## config.mk

```make
export PLATFORM = sky130hd
export DESIGN_NAME = tour_move_sequencer
export DESIGN_NICKNAME = d
export VERILOG_FILES = /design/src/rtl/tour_pkg.sv /design/src/rtl/tour_move_sequencer.sv
export SDC_FILE = /design/constraint.sdc
export NUM_CORES = 1
export LEC_CHECK = 0
export CORE_MARGIN = 8
export CORE_UTILIZATION = 41
export CTS_CLUSTER_SIZE = 16
export DETAILED_ROUTE_END_ITERATION = 10
export GPL_TIMING_DRIVEN = 1
export HOLD_SLACK_MARGIN = 0.12
export PLACE_DENSITY = 0.95
export SKIP_CTS_REPAIR_TIMING = 1
export SLEW_MARGIN = 20
export SYNTH_ARGS = -nofsm -noshare
export SYNTH_HDL_FRONTEND = slang
export SYNTH_SLANG_ARGS = --single-unit
```

## constraint.sdc

```tcl
create_clock -name clk -period 4.28 [get_ports clk]
set_input_delay 0.642 -clock clk [delete_from_list [all_inputs] [get_ports clk]]
set_output_delay 0.642 -clock clk [all_outputs]
set_load 0.005 [all_outputs]
```

## src/rtl/tour_pkg.sv

```systemverilog
// Shared types and constants for the knight's tour move sequencer.
// decode_move turns a solver move code into its vertical and horizontal legs.
package tour_pkg;

   typedef enum logic [2:0] {
      IDLE,
      VERT,
      VERT_WT,
      HORZ,
      HORZ_WT
   } state_t;

   localparam logic [3:0] OP_MOVE     = 4'h4;
   localparam logic [3:0] OP_MOVE_FAN = 4'h5;

   localparam logic [7:0] HDG_N = 8'h00;
   localparam logic [7:0] HDG_W = 8'h3F;
   localparam logic [7:0] HDG_S = 8'h7F;
   localparam logic [7:0] HDG_E = 8'hBF;

   localparam logic [7:0] POS_ACK  = 8'hA5;
   localparam logic [7:0] TOUR_ACK = 8'h5A;

   // Result is {vert_cmd, horz_cmd}.
   function automatic logic [31:0] decode_move(input logic [2:0] move);
      logic       dx_pos, dy_pos;
      logic [3:0] dx_mag, dy_mag;
      dx_pos = 1'b1;
      dy_pos = 1'b1;
      dx_mag = 4'd1;
      dy_mag = 4'd2;
      case (move)
         3'd0: begin dx_pos = 1'b1; dx_mag = 4'd1; dy_pos = 1'b1; dy_mag = 4'd2; end
         3'd1: begin dx_pos = 1'b0; dx_mag = 4'd1; dy_pos = 1'b1; dy_mag = 4'd2; end
         3'd2: begin dx_pos = 1'b0; dx_mag = 4'd2; dy_pos = 1'b1; dy_mag = 4'd1; end
         3'd3: begin dx_pos = 1'b0; dx_mag = 4'd2; dy_pos = 1'b0; dy_mag = 4'd1; end
         3'd4: begin dx_pos = 1'b0; dx_mag = 4'd1; dy_pos = 1'b0; dy_mag = 4'd2; end
         3'd5: begin dx_pos = 1'b1; dx_mag = 4'd1; dy_pos = 1'b0; dy_mag = 4'd2; end
         3'd6: begin dx_pos = 1'b1; dx_mag = 4'd2; dy_pos = 1'b0; dy_mag = 4'd1; end
         default: begin dx_pos = 1'b1; dx_mag = 4'd2; dy_pos = 1'b1; dy_mag = 4'd1; end
      endcase
      return {OP_MOVE,     (dy_pos ? HDG_N : HDG_S), dy_mag,
              OP_MOVE_FAN, (dx_pos ? HDG_E : HDG_W), dx_mag};
   endfunction

endpackage

```

## src/rtl/tour_move_sequencer.sv

```systemverilog
// Turns a solved knight's tour into vertical/horizontal cmd_proc legs, and
// passes the UART command path straight through whenever no tour is running.
module tour_move_sequencer
   import tour_pkg::*;
#(
   parameter int NUM_MOVES = 24,
   parameter int IDX_W     = 5
) (
   input  logic             clk,
   input  logic             rst_n,
   input  logic             start_tour,
   input  logic [2:0]       move,
   output logic [IDX_W-1:0] mv_indx,
   input  logic [15:0]      cmd_UART,
   input  logic             cmd_rdy_UART,
   input  logic             clr_cmd_rdy,
   input  logic             send_resp,
   output logic [15:0]      cmd,
   output logic             cmd_rdy,
   output logic [7:0]       resp,
   output logic             tour_active
);

   state_t           state, nxt_state;
   logic [IDX_W-1:0] nxt_indx;
   logic [15:0]      vert_cmd, horz_cmd;
   logic             last_move;

   assign {vert_cmd, horz_cmd} = decode_move(move);
   assign last_move   = (mv_indx == IDX_W'(NUM_MOVES - 1));
   assign tour_active = (state != IDLE);

   always_ff @(posedge clk or negedge rst_n) begin
      if (!rst_n) begin
         state   <= IDLE;
         mv_indx <= '0;
      end else begin
         state   <= nxt_state;
         mv_indx <= nxt_indx;
      end
   end

   // In the active states the UART path is simply not selected, so any
   // command it offers meanwhile is dropped.
   always_comb begin
      nxt_state = state;
      nxt_indx  = mv_indx;
      cmd       = cmd_UART;
      cmd_rdy   = cmd_rdy_UART;
      resp      = POS_ACK;
      case (state)
         IDLE: begin
            if (start_tour) begin
               nxt_state = VERT;
               nxt_indx  = '0;
            end
         end
         VERT: begin
            cmd     = vert_cmd;
            cmd_rdy = 1'b1;
            resp    = TOUR_ACK;
            if (clr_cmd_rdy) nxt_state = VERT_WT;
         end
         VERT_WT: begin
            cmd     = vert_cmd;
            cmd_rdy = 1'b0;
            resp    = TOUR_ACK;
            if (send_resp) nxt_state = HORZ;
         end
         HORZ: begin
            cmd     = horz_cmd;
            cmd_rdy = 1'b1;
            resp    = TOUR_ACK;
            if (clr_cmd_rdy) nxt_state = HORZ_WT;
         end
         HORZ_WT: begin
            cmd     = horz_cmd;
            cmd_rdy = 1'b0;
            // Final leg acks positively so the host sees tour completion.
            resp    = last_move ? POS_ACK : TOUR_ACK;
            if (send_resp) begin
               if (last_move) begin
                  nxt_state = IDLE;
                  nxt_indx  = '0;
               end else begin
                  nxt_state = VERT;
                  nxt_indx  = mv_indx + IDX_W'(1);
               end
            end
         end
         default: nxt_state = IDLE;
      endcase
   end

endmodule
```

# Yosys cells after proc, flatten, opt, wreduce, memory -nomap -nowiden

Cells that the tools add are included.

Bits of input ports: 25
Word-level logic and storage cells: 52
Register bits: 8

Eq/ne operators: 16
Reduce and logical (&&, ||, !) cells: 14
Mux-type cells: 19
Add/subtract/negate cells: 1

Operators by type and width:

| cell                                                            | count |
|---|---|
| 16-bit one-hot mux with 2 select lines                          | 1 |
| 8-bit two-way mux                                               | 2 |
| 8-bit one-hot mux with 2 select lines                           | 1 |
| 3-bit two-way mux                                               | 5 |
| 5-bit two-way mux                                               | 3 |
| 3-bit one-hot mux with 5 select lines                           | 1 |
| 3-bit by 2-bit == test with 1-bit output, second input constant | 4 |
| 3-bit == test, second input constant                            | 4 |
| 4-bit OR reduction                                              | 3 |
| 2-bit != test, second input constant                            | 5 |
| 5-bit one-hot mux with 2 select lines                           | 1 |
| 2-bit OR reduction                                              | 4 |
| 7-bit two-way mux                                               | 1 |
| 3-bit by 1-bit == test with 1-bit output, second input constant | 2 |
| 3-bit zero test                                                 | 2 |
| 5-bit by 1-bit adder with 5-bit output, second input constant   | 1 |
| 5-bit == test, second input constant                            | 1 |
| 5-bit AND reduction                                             | 1 |
| 2-bit two-way mux                                               | 2 |
| 3-bit AND reduction                                             | 1 |
| 3-bit nonzero test                                              | 1 |
| 3-bit OR reduction                                              | 1 |
| 1-bit one-hot mux with 2 select lines                           | 1 |
| 2-bit nonzero test                                              | 1 |
| 1-bit two-way mux                                               | 1 |

# Depth between registers and ports, before layout

Gate-level depths: netlist (run 1).

Depth after elaboration: 4
Mapped depth: 6
Mapped depth without buffers: 4

# Least setup slack after synthesis (run 1)

Ideal clock, no wire load.

Path kind: flip-flop to output port
Start: register mv_indx[0]
End: output resp[3]
Path buffers: 1
Arrival time: 1.307 ns
Path slack: 2.331 ns
Stages on the path, launching flop included: 6
Required time: 3.638 ns
Path through: dfrtp_1 -> ha_1 -> nand4b_1 -> nand2_1 -> a21oi_1 -> buf_4

Longest elaborated chain between the ends: 3

RTL lines:

| what                                  | line                      | source |
|---|---|---|
| from (decl)                           | tour_move_sequencer.sv:13 | `output logic [IDX_W-1:0] mv_indx,` |
| from (signal assigned)                | tour_move_sequencer.sv:39 | `mv_indx <= nxt_indx;` |
| 5-bit == test                         | tour_move_sequencer.sv:30 | `assign last_move = (mv_indx == IDX_W'(NUM_MOVES - 1));` |
| 8-bit two-way mux                     | tour_move_sequencer.sv:80 | `resp = last_move ? POS_ACK : TOUR_ACK;` |
| 8-bit one-hot mux with 2 select lines | tour_move_sequencer.sv:51 | `case (state)` |
| to (decl)                             | tour_move_sequencer.sv:20 | `output logic [7:0] resp,` |

Every way passes these cells.

# Worst setup path after layout (run 1)

Start: register state[0]
End: output cmd[14]

Longest elaborated chain between the ends: 3
Elaborated cells on any way between the ends: 7

RTL lines:

| what                                       | line                      | source |
|---|---|---|
| from (decl)                                | tour_move_sequencer.sv:24 | `state_t state, nxt_state;` |
| from (signal assigned)                     | tour_move_sequencer.sv:38 | `state <= nxt_state;` |
| 3-bit == test (tied with other cells)      | tour_move_sequencer.sv:51 |  |
| 2-bit OR reduction (no line)               | --                        |  |
| 16-bit one-hot mux with 2 select lines (*) | tour_move_sequencer.sv:51 |  |
| to (decl)                                  | tour_move_sequencer.sv:18 | `output logic [15:0] cmd,` |

Mark *: on every way between the ends. The rest lies on a longest branch, timed or not.

==> results of run 1 <==
## logic make-up (layout without fill, tap and decap cells)
kind of cell	after synthesis	after routing	share of synthesized area (%)
simple gates	46	46	30.4
buf+inv	20	63	13.8
flops	8	8	20.8
xor+xnor	3	3	4.68
fa+ha+maj	1	1	1.30
compound gates	34	34	25.5
mux	3	3	3.51
## cell usage after synthesis (2+ instances only)
library cell,instances,area share [%]
a211oi_1,3,2.3
buf_4,8,6.2
or2_1,2,1.3
nand3b_1,2,1.6
a21oi_1,3,1.6
inv_1,4,1.6
nor3_1,2,1.0
o21ai_1,3,1.6
buf_2,4,2.1
nor2_1,6,2.3
a31oi_1,3,2.0
xnor2_1,2,1.8
or3b_1,2,1.8
buf_6,3,3.5
nand3_1,8,4.2
nand2b_1,3,2.0
mux2i_1,2,2.1
o22ai_1,2,1.3
a211o_1,2,1.8
nor2b_1,6,3.9
nand2_1,4,1.6
dfrtp_1,8,21
o21a_1,8,6.2
and3_1,2,1.3
## power groups by stage
stage                     Clock (uW)  Combinational (uW)  Sequential (uW)
final                           56.9                 752              178
after global routing            61.8                 822              187
after CTS                       58.9                 767              177
after detailed placement           0                 766              178
after global placement             0                 745              175
after floorplan                    0                 500              112
## how the worst max path moves through the flow
stage	from	slack [ns]	end
after global routing	state[0]	0.87	cmd[8]
after detailed placement	move[1]	1.34	cmd[1]
after CTS	state[0]	1.08	cmd[9]
final	state[0]	1.08	cmd[14]
after floorplan	mv_indx[0]	2.33	resp[3]
after global placement	move[1]	1.37	cmd[1]
## cell type report
type                    instances  area [sq um]  share of cell area [%]
multi-input cells              87           629                    43.2
repair buffers                 55           551                    37.8
flip-flops and latches          8           200                    13.7
well taps                      28          35.0                    2.41
clock buffers                   3          22.5                    1.55
inverters                       5          18.8                    1.29
## metal layers
layer  up-vias  global-route usage (%)
li1        502                       -
met1       477                    16.3
met2        57                    24.1
met3         2                    3.44
met4         0                    4.09
met5         -                       0
## sequential cells by signal (all words and copies together) (netlist names)
register  flops
mv_indx       5
state         3
## per-stage QoR
stage	cell area (sq um)	total power (uW)	std cells	utilization [%]	setup WS [ns]
2_1_floorplan	962	612	115	-	2.33
3_3_place_gp	1430	920	183	64.8	1.37
3_5_place_dp	1430	944	183	64.8	1.34
4_1_cts	1460	1000	186	65.8	1.08
5_1_grt	1460	1070	186	65.8	0.869
6_report	1460	987	186	65.8	1.08
==> summary.md, run 1 <==
| Metric | Value |
|---|---|
| Sequential power share | `18.0%` |
| Top FF cell, synth | `dfrtp_1` |
| PwrDens | `678 nW/um^2` |
| M1 wire length | `1.25 mm` |
| Switching share of total power | `39.9%` |
| Pre-antenna DRT Iters | `4` |
| CTS Root Cell | `clkbuf_4` |
| Internal power | `593 uW` |
| 1st-iter DRT viols | `28` |
| Setup violations, final | `0` |
| Max-Cap Viols | `0` |
| Clk_skew | `0.00720 ns` |
| FF-to-FF setup slack | `2.48 ns` |
| WL/cell | `15.7 um` |
| Min-delay src | `mv_indx[4]` |
| Global-route wire length before repair | `4.86 mm` |
| Switching pwr | `394 uW` |
| Reg2reg end | `state[0]` |
| FF-to-FF path depth | `3` |
| Ports | `56` |
| Post-synth EDFFs | `0` |
| Final Hold Viols | `0` |
| Logic pwr share | `76.2%` |
| Yosys warns | `0` |
| CP top delay family | `flip-flops` |
| Final ANT Viol Nets | `0` |
| Req. time, crit path | `3.64 ns` |
| Critical R2R Launch | `state[2]` |
| Hold Path Class | `flip-flop to flip-flop` |
| Distinct cells, synth | `47` |
| Drt drc | `0` |
| Antenna violations before repair | `0` |
| CTS Buf Count | `3` |
| Setup TNS | `0 ns` |
| Flop and latch count out of synthesis | `8` |
| GRT Total Usage | `13.8%` |
| Slowest CP cell | `dfrtp_1` |
| Chip width | `64.4 um` |
| Min-Delay Endpoint | `mv_indx[4]` |
| Antenna fix cells | `0` |
| Commonest non-fill, non-tap cells in the layout | `clkdlybuf4s50_1 (55), o21a_1 (8), nand3_1 (8), dfrtp_1 (8)` |
| CP Cell Sequence | `nor2_4 -> xnor2_1 -> or2_1 -> clkdlybuf4s50_1` |
| Die height | `64.4 um` |
| Tcrit/Tclk final | `74.8%` |
| Synthesized area per cell | `8.37 sq um` |
| Sequential fraction of the synthesis area | `20.8%` |
| Clock Path Buffers | `2` |
| Port bufs | `55` |
| Worst-Margin Slew | `0.853 ns` |
| CTS tree | `yes` |
| Worst vdd ir | `0.393 mV` |
| Cell count after synthesis | `115` |
| Most common cell after layout, fill and taps aside | `clkdlybuf4s50_1` |
| CP Buf/Inv Count | `1` |
| Clock network fraction of total power | `5.8%` |
| WL final | `2.92 mm` |
| Via density | `5.58` |
| CP arrival | `2.56 ns` |
| Core area | `2210 sq um` |
| Die area | `4150 sq um` |
| CTS Sinks | `8` |
| Fin crit period | `3.20 ns` |
| Met2 wire len | `1.37 mm` |
| Fmax | `313 MHz` |
| Number of global-route vias before repair | `1031` |
| Starting Density | `43.5%` |
| Post-DP HPWL | `2.40 mm` |
| Worst-path clk slew | `0.06 ns` |
| Levels on crit path | `4` |
| Worst path max stage delay | `0.80 ns` |
| Status | `complete, no violations` |
| Worst Setup Start Kind | `flip-flop` |
| RePlAce Congestion | `0.765` |
| Leak | `0.000549 uW` |
| Post-synth ARST share | `100%` |
| Vias | `1038` |
| FP Rows | `17` |
| Unrepaired setup endpoints after global routing | `no` |
| Crit path kind | `flip-flop to primary output` |
| Crit-path max FO | `19` |
| Max-slew headroom | `43.1%` |
| Largest net degree at the start of global routing | `29` |
| Worst Hold Depth | `1` |
| Syn Std Cell Area | `962 sq um` |
| Total nets after synthesis | `141` |
| Final Max Tran Viols | `0` |
| Nets | `186` |
| Htree depth | `1` |
| Met3 wire len | `277 um` |
| Final Hold Slack | `0.523 ns` |
| Clock Latency Late Sink | `0.25 ns` |
| Remaining Overflow, GRT | `0` |
| Layout fillers | `190` |
| P&R area growth vs syn | `51.4%` |
| Top sig layer | `met4` |
| Crit. End Element | `primary output` |
| Layout cell share with drive strength beyond 1 | `7.59%` |
Power figures use the tool's default switching activity.
==> inputs of run 2 (changes only) <==
CORE_UTILIZATION = 38   (was 41)
PLACE_DENSITY = 0.9   (was 0.95)
clock period = 3.1 ns   (was 4.28 ns; I/O delays follow)
==> run 2 against run 1 <==
  * Power is 43% higher
  * Non-clock buffer count up 3
  * Via count rose by 1.2%
  * Register-to-register slack got worse by 1.2 ns
  * Sequential share of layout area shrank 0.23 points
  * Hold slack worse by 0.040 ns
  * Die area grew 5.9%
  * Utilization down 4.9 points
  * Global-route usage is 0.19 points lower
  * First-iteration DRC count decreased by 25%
  * Clock skew rose by 0.0050 ns
  * Routed wire length up 3.8%
  * Largest cell class unchanged
==> summary.md, run 2 (synthesis gave the netlist of run 1 again) <==
| Metric | Value |
|---|---|
| Leak | `0.000563 uW (was 0.000549 uW)` |
| RePlAce Congestion | `0.843 (was 0.765)` |
| GR Layer Usage met3 | `6.27% (was 3.44%)` |
| CP arrival | `2.38 ns (was 2.56 ns)` |
| CP Cell Sequence | `or2_1 -> nor2_1 -> a21oi_1 -> clkdlybuf4s50_1 (was nor2_4 -> xnor2_1 -> or2_1 -> clkdlybuf4s50_1)` |
| GRT Total Usage | `13.7% (was 13.8%)` |
| CP top delay family | `flip-flops (unchanged)` |
| Internal power | `847 uW (was 593 uW)` |
| Max-Cap Viols | `0 (unchanged)` |
| 1st-iter DRT viols | `21 (was 28)` |
| Pre-antenna DRT Iters | `6 (was 4)` |
| Starting Density | `39.6% (was 43.5%)` |
| Clock network fraction of total power | `6.0% (was 5.8%)` |
| Commonest non-fill, non-tap cells in the layout | `clkdlybuf4s50_1 (55), o21a_1 (8), nand3_1 (8), dfrtp_1 (8) (unchanged)` |
| Critical R2R Launch | `state[2] (unchanged)` |
| Fin util | `60.9% (was 65.8%)` |
| PwrDens | `951 nW/um^2 (was 678 nW/um^2)` |
| Final Hold Viols | `0 (unchanged)` |
| WL final | `3.03 mm (was 2.92 mm)` |
| Most Crowded Layer GR | `met2 (unchanged)` |
| GR Util met2 | `23.5% (was 24.1%)` |
| Fin crit period | `2.84 ns` |
| Placed instance area | `1460 sq um (was 1430 sq um)` |
| Remaining Overflow, GRT | `0 (unchanged)` |
| CP startpoint | `state[1] (was state[0])` |
| Switching share of total power | `39.9% (about the same)` |
| Chip width | `66.3 um (was 64.4 um)` |
| Largest net degree at the start of global routing | `23 (was 29)` |
| FF-to-FF path depth | `4 (was 3)` |
| Htree depth | `1 (unchanged)` |
| Clk_skew | `0.0122 ns (was 0.00720 ns)` |
| Via density | `5.50 (was 5.58)` |
| Layout cell share with drive strength beyond 1 | `9.32% (was 7.59%)` |
| Req. time, crit path | `2.63 ns (was 3.64 ns)` |
| Drt drc | `0 (unchanged)` |
| Setup TNS | `0 ns (unchanged)` |
| Fin area | `1480 sq um (was 1460 sq um)` |
| Status | `complete, no violations (unchanged)` |
| Vias | `1050 (was 1038)` |
| CTS Root Cell | `clkbuf_4 (unchanged)` |
| Placed Cells | `188 (was 183)` |
| Tcrit/Tclk final | `91.8%` |
| Antenna violations before repair | `0 (unchanged)` |
| Biggest register | `mv_indx (unchanged)` |
| Crit-path max FO | `18 (was 19)` |
| CP Buf/Inv Count | `1 (unchanged)` |
| Final Non-Filler Cells | `191 (was 186)` |
| Core area | `2430 sq um (was 2210 sq um)` |
| FP Rows | `18 (was 17)` |
| Final Hold Slack | `0.483 ns (was 0.523 ns)` |
| Sequential power share | `15.7% (was 18.0%)` |
| Nets | `189 (was 186)` |
| Logic pwr share | `78.3% (was 76.2%)` |
| Ports | `56 (unchanged)` |
| Clock Latency Late Sink | `0.27 ns (was 0.25 ns)` |
| Die height | `66.3 um (was 64.4 um)` |
| Largest register FFs | `5 (unchanged)` |
| CTS Buf Count | `3 (unchanged)` |
| Worst path max stage delay | `0.76 ns (was 0.80 ns)` |
| Fmax | `351 MHz` |
| Final Max Tran Viols | `0 (unchanged)` |
| Die area | `4400 sq um (was 4150 sq um)` |
| Hold Path Class | `input port to asynchronous set/reset pin (was flip-flop to flip-flop)` |
| Worst Setup Start Kind | `flip-flop (unchanged)` |
| Max-slew headroom | `56.3% (was 43.1%)` |
| Worst vdd ir | `0.530 mV (was 0.393 mV)` |
| Switching pwr | `562 uW (was 394 uW)` |
| Slowest CP cell | `dfrtp_1 (unchanged)` |
| Post-DP HPWL | `2.45 mm (was 2.40 mm)` |
| Crit. End Element | `primary output (unchanged)` |
| Global-route wire length before repair | `4.91 mm (was 4.86 mm)` |
| Port bufs | `55 (unchanged)` |
| Setup violations, final | `0 (unchanged)` |
| Number of global-route vias before repair | `1079 (was 1031)` |
| Layout fillers | `231 (was 190)` |
| Worst-path clk slew | `0.06 ns (about the same)` |
| CTS Sinks | `8 (unchanged)` |
| Final ANT Viol Nets | `0 (unchanged)` |
| Antenna fix cells | `0 (unchanged)` |
| Worst-Margin Slew | `0.656 ns (was 0.853 ns)` |
| Met1 Usage GRT | `14.0% (was 16.3%)` |
| Clock Path Buffers | `2 (unchanged)` |
| CTS tree | `yes (unchanged)` |
| Most common cell after layout, fill and taps aside | `clkdlybuf4s50_1 (unchanged)` |
| P&R area growth vs syn | `54.0% (was 51.4%)` |
| Crit path kind | `flip-flop to primary output (unchanged)` |
| WL/cell | `15.9 um (was 15.7 um)` |
| Biggest regs | `mv_indx x5, state x3 (unchanged)` |
| Levels on crit path | `4 (unchanged)` |
| Unrepaired setup endpoints after global routing | `no (unchanged)` |
-- run 2: cell count changes in the layout (fill, tap and decap cells not counted) --
cell | before | now
buf_4 | 0 | 3
-- run 2: through the flow --
stage                     setup WS [ns]  power (uW)
after floorplan                    1.33         845
after global placement            0.533        1310
after detailed placement          0.485        1340
after CTS                         0.263        1430
after global routing             0.0378        1530
final                             0.255        1410
-- run 2: worst register-to-register path: stages, from the launching register on --
cell and delay, ns:
dfrtp_1 0.74, buf_4 0.28, mux2i_2 0.39, a211o_1 0.20, a21oi_2 0.04
-- run 2: area by class of cell --
type                            instances  area, sq um  share of cell area, %
Multi-Input combinational cell         87          629                   42.5
Timing Repair Buffer                   58          573                   38.7
Sequential cell                         8          200                   13.5
Tap cell                               30         37.5                   2.53
Clock buffer                            3         22.5                   1.52
Inverter                                5         18.8                   1.27
-- run 2: per-layer routing --
layer,routed length (um),vias up
met5,0,-
met4,44,0
met3,338,5
met2,1470,58
met1,1180,481
li1,-,506
-- run 2: power groups by stage --
stage / Combinational [uW] / Sequential, uW / Clock (uW)
after floorplan: 690 / 155 / 0
after global placement: 1090 / 219 / 0
after detailed placement: 1120 / 224 / 0
after CTS: 1120 / 222 / 86.6
after global routing: 1200 / 233 / 93.3
final: 1100 / 222 / 84.1
-- run 2: path summary, 6_finish.rpt --
| path | to | slack [ns] |
|---|---|---|
| setup reg to reg | state[0] | 1.33 |
| setup / recovery | resp[4] | 0.26 |
| min in group clk | mv_indx[4] | 0.53 |
| hold reg to reg | mv_indx[4] | 0.53 |
| max in group asynchronous | mv_indx[0] | 2.33 |
| hold / removal | mv_indx[3] | 0.48 |
==> inputs of run 3 (changes only) <==
CELL_PAD_IN_SITES_DETAIL_PLACEMENT = 2   (was not set)
CELL_PAD_IN_SITES_GLOBAL_PLACEMENT = 2   (was not set)
CORE_MARGIN = 3   (was 8)
CORE_UTILIZATION = 20   (was 38)
PLACE_DENSITY = 0.89   (was 0.9)
==> run 3 against run 2 <==
  * Sequential share of layout area down 0.41 points
  * Design area up 3.1%
  * Global-route usage down 0.97 points
  * Clock power up 53%
  * Count of clock-buffer cells in the layout unchanged
  * Largest cell class unchanged
==> summary.md, run 3 (synthesis gave the netlist of run 1 again) <==
| Metric | Value |
|---|---|
| CP arrival | `2.31 ns (was 2.38 ns)` |
| Die height | `75.4 um (was 66.3 um)` |
| GRT Total Usage | `12.7% (was 13.7%)` |
| Largest net degree at the start of global routing | `22 (was 23)` |
| Chip width | `75.4 um (was 66.3 um)` |
| Nets | `189 (unchanged)` |
| Setup violations, final | `0 (unchanged)` |
| Crit-path max FO | `21 (was 18)` |
| FF/Latch Area | `200 sq um (unchanged)` |
| Final Max Tran Viols | `0 (unchanged)` |
| CTS Buf Count | `3 (unchanged)` |
| Area of the multi-input gates | `629 sq um (unchanged)` |
| Unrepaired setup endpoints after global routing | `no (unchanged)` |
| Status | `complete, no violations (unchanged)` |
| Biggest register | `mv_indx (unchanged)` |
| Layout fillers | `528 (was 231)` |
| Final ANT Viol Nets | `0 (unchanged)` |
| Ports | `56 (unchanged)` |
| Fin util | `33.9% (was 60.9%)` |
| Drt drc | `0 (unchanged)` |
| Max-slew headroom | `46.3% (was 56.3%)` |
| Remaining Overflow, GRT | `0 (unchanged)` |
| CTS Root Cell | `clkbuf_8 (was clkbuf_4)` |
| Pre-antenna DRT Iters | `3 (was 6)` |
| WL/cell | `16.5 um (was 15.9 um)` |
| Worst-Margin Slew | `0.800 ns (was 0.656 ns)` |
| Port bufs | `55 (unchanged)` |
| Worst Setup Start Kind | `flip-flop (unchanged)` |
| Fin crit period | `2.77 ns (was 2.84 ns)` |
| Clock Latency Late Sink | `0.23 ns (was 0.27 ns)` |
| RePlAce Congestion | `0.745 (was 0.843)` |
| Global-route wire length before repair | `5.53 mm (was 4.91 mm)` |
| Starting Density | `21.4% (was 39.6%)` |
| Biggest regs | `mv_indx x5, state x3 (unchanged)` |
| P&R area growth vs syn | `58.8% (was 54.0%)` |
| FP Rows | `24 (was 18)` |
| Fmax | `361 MHz (was 351 MHz)` |
| CTS Sinks | `8 (unchanged)` |
| FF-to-FF setup slack | `1.27 ns (was 1.33 ns)` |
| Final Non-Filler Cells | `213 (was 191)` |
| Final Hold Viols | `0 (unchanged)` |
| Sequential power share | `13.3% (was 15.7%)` |
| Most common cell after layout, fill and taps aside | `clkdlybuf4s50_1 (unchanged)` |
| Largest register FFs | `5 (unchanged)` |
| Leak | `0.000572 uW (was 0.000563 uW)` |
| Req. time, crit path | `2.63 ns (about the same)` |
| Max-Cap Viols | `0 (unchanged)` |
| Clk_skew | `0.00108 ns (was 0.0122 ns)` |
| Worst-path clk slew | `0.04 ns (was 0.06 ns)` |
| Worst vdd ir | `0.353 mV (was 0.530 mV)` |
| Crit path kind | `flip-flop to primary output (unchanged)` |
| Setup TNS | `0 ns (unchanged)` |
| WL final | `3.52 mm (was 3.03 mm)` |
| Tcrit/Tclk final | `89.5% (was 91.8%)` |
| Die area | `5680 sq um (was 4400 sq um)` |
| Switching share of total power | `39.9% (about the same)` |
| Post-DP HPWL | `2.86 mm (was 2.45 mm)` |
| Switching pwr | `585 uW (was 562 uW)` |
| 1st-iter DRT viols | `31 (was 21)` |
| Via density | `4.91 (was 5.50)` |
| Logic pwr share | `77.9% (was 78.3%)` |
| Clock Path Buffers | `2 (unchanged)` |
| Reg2reg end | `state[0] (unchanged)` |
| Clock network fraction of total power | `8.8% (was 6.0%)` |
| Htree depth | `1 (unchanged)` |
| PwrDens | `960 nW/um^2 (was 951 nW/um^2)` |
| Number of global-route vias before repair | `1132 (was 1079)` |
| Commonest non-fill, non-tap cells in the layout | `clkdlybuf4s50_1 (55), o21a_1 (8), nand3_1 (8), dfrtp_1 (8) (unchanged)` |
| Crit. End Element | `primary output (unchanged)` |
| Layout cell share with drive strength beyond 1 | `9.32% (unchanged)` |
| Hold Path Class | `input port to asynchronous set/reset pin (unchanged)` |
| CTS tree | `yes (unchanged)` |
| FF-to-FF path depth | `4 (unchanged)` |
| Internal power | `882 uW (was 847 uW)` |
| Antenna violations before repair | `0 (unchanged)` |
| Antenna fix cells | `0 (unchanged)` |
| Core area | `4500 sq um (was 2430 sq um)` |
| Vias | `1046 (was 1050)` |
| Critical R2R Launch | `state[2] (unchanged)` |
| Placed Cells | `210 (was 188)` |
run 3: cell counts in the layout (fill, tap and decap cells not counted):
No cell type changed its count.
run 3: how the worst max path moves through the flow:
stage,from,to,slack (ns)
final,state[2],cmd[7],0.33
after floorplan,mv_indx[0],resp[3],1.33
after detailed placement,move[1],cmd[1],0.42
after global routing,state[2],cmd[5],0.15
after global placement,move[1],cmd[1],0.48
after CTS,state[2],cmd[7],0.28
run 3: power groups by stage:
stage	clock network [uW]	logic [uW]	registers [uW]
global route	135	1260	199
detailed placement	0	1160	193
global placement	0	1120	188
floorplan	0	690	155
finish	129	1140	195
CTS	128	1170	193
run 3: per-layer routing:
layer / track usage (%) / share of wire [%] / vias up
met3: 1.58 / 4.4 / 4
met4: 4.66 / 1.4 / 0
met5: 0 / 0 / -
met2: 22.8 / 53 / 32
met1: 15.4 / 41 / 503
li1: - / - / 507
run 3: final cells by class:
class                           instances  area share [%]
Timing Repair Buffer                   58            37.5
Tap cell                               52            4.26
Multi-Input combinational cell         87            41.2
Sequential cell                         8            13.1
Inverter                                5            1.23
Clock buffer                            3            2.70
run 3: per-stage QoR:
stage	cell area (sq um)	setup WS (ns)	total power (uW)	hold WS, ns
after detailed placement	1490	0.417	1350	0.518
after floorplan	962	1.33	845	0.169
after global routing	1530	0.147	1590	0.544
final	1530	0.327	1470	0.518
after CTS	1530	0.281	1490	0.533
after global placement	1490	0.478	1300	0.498
run 3: worst max-delay path, cell delays in order (launching register included):
cell,delay (ns)
dfrtp_1,0.60
xnor2_1,0.76
o21a_1,0.20
clkdlybuf4s50_1,0.51
